$ cat src/rtl/output_io_port.sv
// Memory-mapped LED/HEX/LCD output peripheral with readback and a multiplexed 7-segment scanner.
// Optional HEX_DECODE_EN: HEX bytes hold nibble values decoded to glyphs instead of raw segments.
module output_io_port #(
   parameter int SCAN_DIV   = 1000,
   parameter int NUM_DIGITS = 8
) (
   input  logic                  i_clk,
   input  logic                  i_reset,
   input  logic [31:0]           i_lsu_addr,
   input  logic [31:0]           i_lsu_wdata,
   input  logic                  i_lsu_wren,
   input  logic [3:0]            i_lsu_bmask,
   output logic [31:0]           o_io_rdata,
   output logic [31:0]           o_io_ledr,
   output logic [31:0]           o_io_ledg,
   output logic [31:0]           o_io_lcd,
   output logic [6:0]            o_io_hex,
   output logic [NUM_DIGITS-1:0] o_io_an
);

   localparam int PRE_W = (SCAN_DIV > 2) ? $clog2(SCAN_DIV) : 1;
   localparam logic [PRE_W-1:0] PRE_LAST = PRE_W'(SCAN_DIV - 1);
   localparam logic [2:0] IDX_LAST = 3'(NUM_DIGITS - 1);

   localparam logic [19:0] PAGE_LEDR = 20'h10000;
   localparam logic [19:0] PAGE_LEDG = 20'h10001;
   localparam logic [19:0] PAGE_HEXL = 20'h10002;
   localparam logic [19:0] PAGE_HEXH = 20'h10003;
   localparam logic [19:0] PAGE_LCD  = 20'h10004;

   typedef enum logic {BLANK = 1'b0, ACTIVE = 1'b1} scan_state_t;

   logic [31:0]      ledr_r, ledg_r, lcd_r, hex_lo_r, hex_hi_r, rdata_r;
   logic             armed_r;
   logic [PRE_W-1:0] pre_r;
   logic [2:0]       idx_r;
   scan_state_t      state_r, state_s;
   logic [19:0]      page_s;
   logic             wr_s;
   logic [63:0]      hex_all_s;
   logic [7:0]       digit_byte_s;
   logic [6:0]       seg_s;
   logic             pre_wrap_s;
   logic             unused_s;

   function automatic logic [31:0] merge_bytes(input logic [31:0] old_v,
                                               input logic [31:0] new_v,
                                               input logic [3:0]  mask);
      logic [31:0] res;
      res = old_v;
      for (int b = 0; b < 4; b++) begin
         if (mask[b]) res[8*b +: 8] = new_v[8*b +: 8];
      end
      return res;
   endfunction

   // Active-low glyphs, bit0 = segment a.
   function automatic logic [6:0] hex_glyph(input logic [3:0] v);
      case (v)
         4'h0: hex_glyph = 7'h40;  4'h1: hex_glyph = 7'h79;
         4'h2: hex_glyph = 7'h24;  4'h3: hex_glyph = 7'h30;
         4'h4: hex_glyph = 7'h19;  4'h5: hex_glyph = 7'h12;
         4'h6: hex_glyph = 7'h02;  4'h7: hex_glyph = 7'h78;
         4'h8: hex_glyph = 7'h00;  4'h9: hex_glyph = 7'h10;
         4'hA: hex_glyph = 7'h08;  4'hB: hex_glyph = 7'h03;
         4'hC: hex_glyph = 7'h46;  4'hD: hex_glyph = 7'h21;
         4'hE: hex_glyph = 7'h06;  4'hF: hex_glyph = 7'h0E;
         default: hex_glyph = 7'h7F;
      endcase
   endfunction

   assign page_s = i_lsu_addr[31:12];
   assign wr_s   = i_lsu_wren & armed_r;

   // Stores are held off until the first edge after reset release.
   always_ff @(posedge i_clk or negedge i_reset) begin
      if (!i_reset) armed_r <= 1'b0;
      else          armed_r <= 1'b1;
   end

   // Byte-lane register writes.
   always_ff @(posedge i_clk or negedge i_reset) begin
      if (!i_reset) begin
         ledr_r   <= 32'h0;
         ledg_r   <= 32'h0;
         lcd_r    <= 32'h0;
         hex_lo_r <= 32'h0;
         hex_hi_r <= 32'h0;
      end else if (wr_s) begin
         case (page_s)
            PAGE_LEDR: ledr_r   <= merge_bytes(ledr_r,   i_lsu_wdata, i_lsu_bmask);
            PAGE_LEDG: ledg_r   <= merge_bytes(ledg_r,   i_lsu_wdata, i_lsu_bmask);
            PAGE_HEXL: hex_lo_r <= merge_bytes(hex_lo_r, i_lsu_wdata, i_lsu_bmask);
            PAGE_HEXH: hex_hi_r <= merge_bytes(hex_hi_r, i_lsu_wdata, i_lsu_bmask);
            PAGE_LCD:  lcd_r    <= merge_bytes(lcd_r,    i_lsu_wdata, i_lsu_bmask);
            default: ;
         endcase
      end
   end

   // Registered readback; sees pre-write contents on a simultaneous store.
   always_ff @(posedge i_clk or negedge i_reset) begin
      if (!i_reset) begin
         rdata_r <= 32'h0;
      end else begin
         case (page_s)
            PAGE_LEDR: rdata_r <= ledr_r;
            PAGE_LEDG: rdata_r <= ledg_r;
            PAGE_HEXL: rdata_r <= hex_lo_r;
            PAGE_HEXH: rdata_r <= hex_hi_r;
            PAGE_LCD:  rdata_r <= lcd_r;
            default:   rdata_r <= 32'h0;
         endcase
      end
   end

   assign pre_wrap_s = (pre_r == PRE_LAST);

   // Scan prescaler and digit index; the blank cycle is part of each digit period.
   always_ff @(posedge i_clk or negedge i_reset) begin
      if (!i_reset) begin
         pre_r   <= '0;
         idx_r   <= 3'd0;
         state_r <= BLANK;
      end else begin
         state_r <= state_s;
         if (pre_wrap_s) begin
            pre_r <= '0;
            idx_r <= (idx_r == IDX_LAST) ? 3'd0 : idx_r + 3'd1;
         end else begin
            pre_r <= pre_r + PRE_W'(1);
         end
      end
   end

   // Scan FSM next state.
   always_comb begin
      state_s = state_r;
      case (state_r)
         BLANK:   state_s = ACTIVE;
         ACTIVE:  state_s = pre_wrap_s ? BLANK : ACTIVE;
         default: state_s = BLANK;
      endcase
   end

   assign hex_all_s    = {hex_hi_r, hex_lo_r};
   assign digit_byte_s = hex_all_s[{idx_r, 3'b000} +: 8];

`ifdef HEX_DECODE_EN
   assign seg_s    = digit_byte_s[4] ? 7'h7F : hex_glyph(digit_byte_s[3:0]);
   assign unused_s = ^{i_lsu_addr[11:0], digit_byte_s[7:5]};
`else
   assign seg_s    = digit_byte_s[6:0];
   assign unused_s = ^{i_lsu_addr[11:0], digit_byte_s[7], hex_glyph(4'h0)};
`endif

   // Display drive from the scan state; blank forces every anode and segment off.
   always_comb begin
      o_io_an  = '1;
      o_io_hex = 7'h7F;
      if (state_r == ACTIVE) begin
         o_io_an  = ~(NUM_DIGITS'(1) << idx_r);
         o_io_hex = seg_s;
      end else begin
         o_io_an  = '1;
         o_io_hex = 7'h7F;
      end
   end

   assign o_io_rdata = rdata_r;
   assign o_io_ledr  = ledr_r;
   assign o_io_ledg  = ledg_r;
   assign o_io_lcd   = lcd_r;

endmodule
$ cat config.mk
export PLATFORM = sky130hd
export DESIGN_NAME = output_io_port
export DESIGN_NICKNAME = d
export VERILOG_FILES = /design/src/rtl/output_io_port.sv
export SDC_FILE = /design/constraint.sdc
export NUM_CORES = 1
export LEC_CHECK = 0
export CORE_UTILIZATION = 45
export DETAILED_ROUTE_END_ITERATION = 8
export PLACE_DENSITY_LB_ADDON = 0.15
export SLEW_MARGIN = 0
export SYNTH_ARGS = -nofsm -noshare
export SYNTH_HDL_FRONTEND = slang
export SYNTH_SLANG_ARGS = --single-unit
$ cat constraint.sdc
create_clock -name i_clk -period 2.33 [get_ports i_clk]
set_input_delay 0.466 -clock i_clk [delete_from_list [all_inputs] [get_ports i_clk]]
set_output_delay 0.466 -clock i_clk [all_outputs]
set_load 0.02 [all_outputs]
==> impl_metrics.py, run 1 <==
metrics = {
    "critical_path": {
        "critPathLaunchType": "register",
        "cpMaxStageDelayCell": "mux4_2",
        "crit_path_cell_trace": "buf_12, mux4_2, nand2_1, nand3_4, buf_6",
        "worstSetupEndpointType": "output port",
        "path_class": "reg -> out",
        "crit_fanout": 6,
        "worstSetupStartpoint": "idx_r[0]$_DFFE_PN0N_",
        "required_ns": 1.86,
        "r2r-start": "pre_r[0]$_DFF_PN0_",
        "cp.arrival_ns": 1.98,
        "critPathMaxStageDelay_ns": 0.50,
    },
    "synthesis": {
        "synth_edf_count": 0,
        "netlist_top_cells_count": "dfrtp_1 (207), mux2_2 (188), mux2i_1 (33)",
        "async_flop_share": 1.00,
        "synth_most_common_cell": "dfrtp_1",
        "synth_area_um2": 9530,
        "synthCells": 662,
        "synth_ff_type": "dfrtp_1",
        "ys_seq_area_frac": 0.543,
        "syn_nets": 740,
        "yosysTopAreaCell": "dfrtp_1",
        "ys_top_cells_by_area": "dfrtp_1 (54%), mux2_2 (22%), mux2i_1 (3.5%)",
        "yosys.area.top_type_share": 0.543,
        "synth_area_per_cell_um2": 14.4,
        "synth_warnings": 0,
        "synth_seq_cells": 207,
        "ys_types": 38,
    },
    "timing": {
        "hold_slack_ns": 0.476,
        "clock_skew_ns": 0.0170,
        "slew_violations": 0,
        "finalHoldViolations": 0,
        "period_share": 1.05,
        "setup_viol": 11,
        "rsz0062_at_grt": "yes",
        "fmax_mhz": 408,
        "worstMarginPinSlew_ns": 0.582,
        "finalCriticalPeriod_ns": 2.45,
        "final.setup.worst_slack_ns": -0.120,
        "max-slew-margin-rel": 0.612,
    },
    "die": {
        "ioPinCount": 214,
        "die_w_um": 148,
        "row_count": 52,
        "initial_utilization": 0.465,
        "die-area_um2": 21800,
        "die_h_um": 148,
        "fp.coreArea_um2": 20500,
    },
    "finish": {
        "fin_area_um2": 13500,
        "area_growth_pct": 41.6,
        "num-fill-cells": 1532,
        "layout.nets": 1019,
        "drive_gt1_frac": 0.400,
        "multi_input_area_um2": 4290,
        "ff_latch_area_um2": 5180,
    },
    "place": {
        "gp_congestion": 0.856,
        "io_buffers": 201,
        "dp_hpwl_mm": 20.6,
        "place_area_um2": 12600,
    },
    "job": {
        "drv_cap": 0,
    },
    "detailed_routing": {
        "final_antenna_net_count": 0,
        "wl_mm": 28.8,
        "vias": 6966,
        "wl_per_cell_um": 23.4,
        "drcViolationCount": 0,
        "vias_per_cell": 5.68,
        "first_pass_iters": 5,
        "drt_iter0_drc": 268,
    },
    "power_and_ir_drop": {
        "combinationalPowerShare": 0.050,
        "pwr_density_cell_nw_per_um2": 542,
        "internal-power_uw": 5700,
        "vdd_drop_max_v": 0.000482,
        "leakagePower_uw": 0.00634,
        "seqPwrFrac": 0.492,
        "power_frac_clock": 0.458,
        "swShare": 0.221,
        "p_sw_uw": 1620,
    },
    "cts": {
        "root_buffer": "clkbuf_16",
        "worstSkewPairLatency_ns": 0.51,
        "cts_tree": "built",
        "cts_buffer_depth": 3,
        "clk_pin_slew_ns": 0.06,
        "htree_levels": 1,
        "clock_sinks": 207,
        "cts_buffers": 23,
    },
    "grt": {
        "track_usage": 0.266,
        "grt_max_degree": 61,
        "grt_pass1_vias": 7267,
        "overflow": 0,
        "grt_pass1_wl_mm": 43.7,
        "antenna_found_initial": 1,
    },
    "run_status": {
        "violations": "setup timing",
        "run_status": "finished with violations",
    },
    "worst_hold_path": {
        "worstHoldStart": "pre_r[0]$_DFF_PN0_",
        "worstHoldPathType": "reg -> reg",
    },
}
[layer usage]
| metal | part of all wire | vias to the layer above | track usage |
|---|---|---|---|
| met5 | 0 | - | 0 |
| met2 | 0.50 | 235 | 0.443 |
| met4 | 0.025 | 0 | 0.0825 |
| met3 | 0.054 | 40 | 0.0438 |
| met1 | 0.42 | 3636 | 0.356 |
| li1 | - | 3055 | - |
[state kept, by name, indices dropped and copies added (netlist names)]
signal	cells
o_io_rdata	32
hex_hi_r	32
o_io_ledr	32
pre_r	10
idx_r	3
armed_r	1
state_r	1
hex_lo_r	32
o_io_ledg	32
o_io_lcd	32
[stage by stage]
stage | total power (uW) | instances | setup WS, ns | utilization | setup TNS, ns
2_1_floorplan | 3740 | 662 | 0.0340 | - | 0
3_3_place_gp | 4010 | 1177 | -0.524 | 0.615 | -74.25
3_5_place_dp | 4020 | 1177 | -0.552 | 0.615 | -76.38
4_1_cts | 7390 | 1220 | -0.124 | 0.653 | -0.741
5_1_grt | 7570 | 1226 | -0.179 | 0.658 | -1.56
6_report | 7320 | 1227 | -0.120 | 0.658 | -0.896
[final cells by class]
cell class                 instances  share of cell area
antenna                            1            0.000185
clock buffer                      35              0.0490
clock inverter                     5             0.00241
inverter                           4             0.00111
multi-input combinational        418               0.318
sequential                       207               0.384
tap                              270              0.0250
timing repair buffer             287               0.221
[cell families after synthesis]
logic type	after synthesis	share of synthesized area
compound gates	67	0.0480
xor+xnor	7	0.00643
fa+ha+maj	7	0.00919
buf+inv	37	0.0171
flops	207	0.543
mux	241	0.297
other cells	1	0.000393
simple gates	95	0.0785
[what timing repair did]
action                                  in CTS  in global routing
hold buffers                                 1                  0
resized for setup                           89                 18
hold endpoints to repair                    50                  0
endpoints found under the setup margin      34                 17
pin swaps                                    7                  5
gates cloned                                 1                  0
setup buffers                                1                  6
[worst max-delay path, delay by kind of cell, from the launching register on]
kind                   cells  cell delay (ns)
muxes                      1             0.50
DFF                        1             0.43
buffers and inverters      2             0.31
and+or+nand+nor            2             0.25
[power by group through the flow]
stage | clock network [uW] | registers, uW | logic [uW]
6_report | 3350 | 3600 | 364
5_1_grt | 3580 | 3590 | 389
4_1_cts | 3430 | 3600 | 368
3_5_place_dp | 0 | 3660 | 362
2_1_floorplan | 0 | 3660 | 76.2
3_3_place_gp | 0 | 3660 | 352
[cells in the final DEF (no fill, tap or decap), types with 14 or more instances in the layout]
cell | synthesis | layout
a22oi_1 | 32 | 32
mux2_2 | 188 | 188
o22ai_1 | 31 | 31
clkdlybuf4s50_1 | 0 | 181
mux2i_1 | 33 | 33
mux4_2 | 14 | 14
buf_12 | 0 | 24
nor3_4 | 20 | 21
nand3_1 | 20 | 15
buf_4 | 1 | 56
clkbuf_16 | 0 | 24
dfrtp_1 | 207 | 205
nand2_1 | 21 | 14
[final timing paths]
kind | end | depth (start not counted) | slack [ns]
min in group asynchronous | o_io_rdata[2]$_DFF_PN0_ | 2 | 0.49
worst max-delay path | o_io_hex[6] | 5 | -0.12
worst min register to register | pre_r[0]$_DFF_PN0_ | 1 | 0.48
worst min-delay path | pre_r[0]$_DFF_PN0_ | 1 | 0.48
worst max register to register | idx_r[1]$_DFFE_PN0N_ | 6 | 0.61
max in group asynchronous | hex_lo_r[30]$_DFFE_PN0P_ | 3 | 1.14
Note: power is estimated with default switching activity, not from simulation.
==> run 2: changes to the inputs <==
Settings changed: ABC_AREA set to 0, CAP_MARGIN set to 15.
==> results of run 2 <==
Final layout, timing and power as in run 1 (identical DEF).
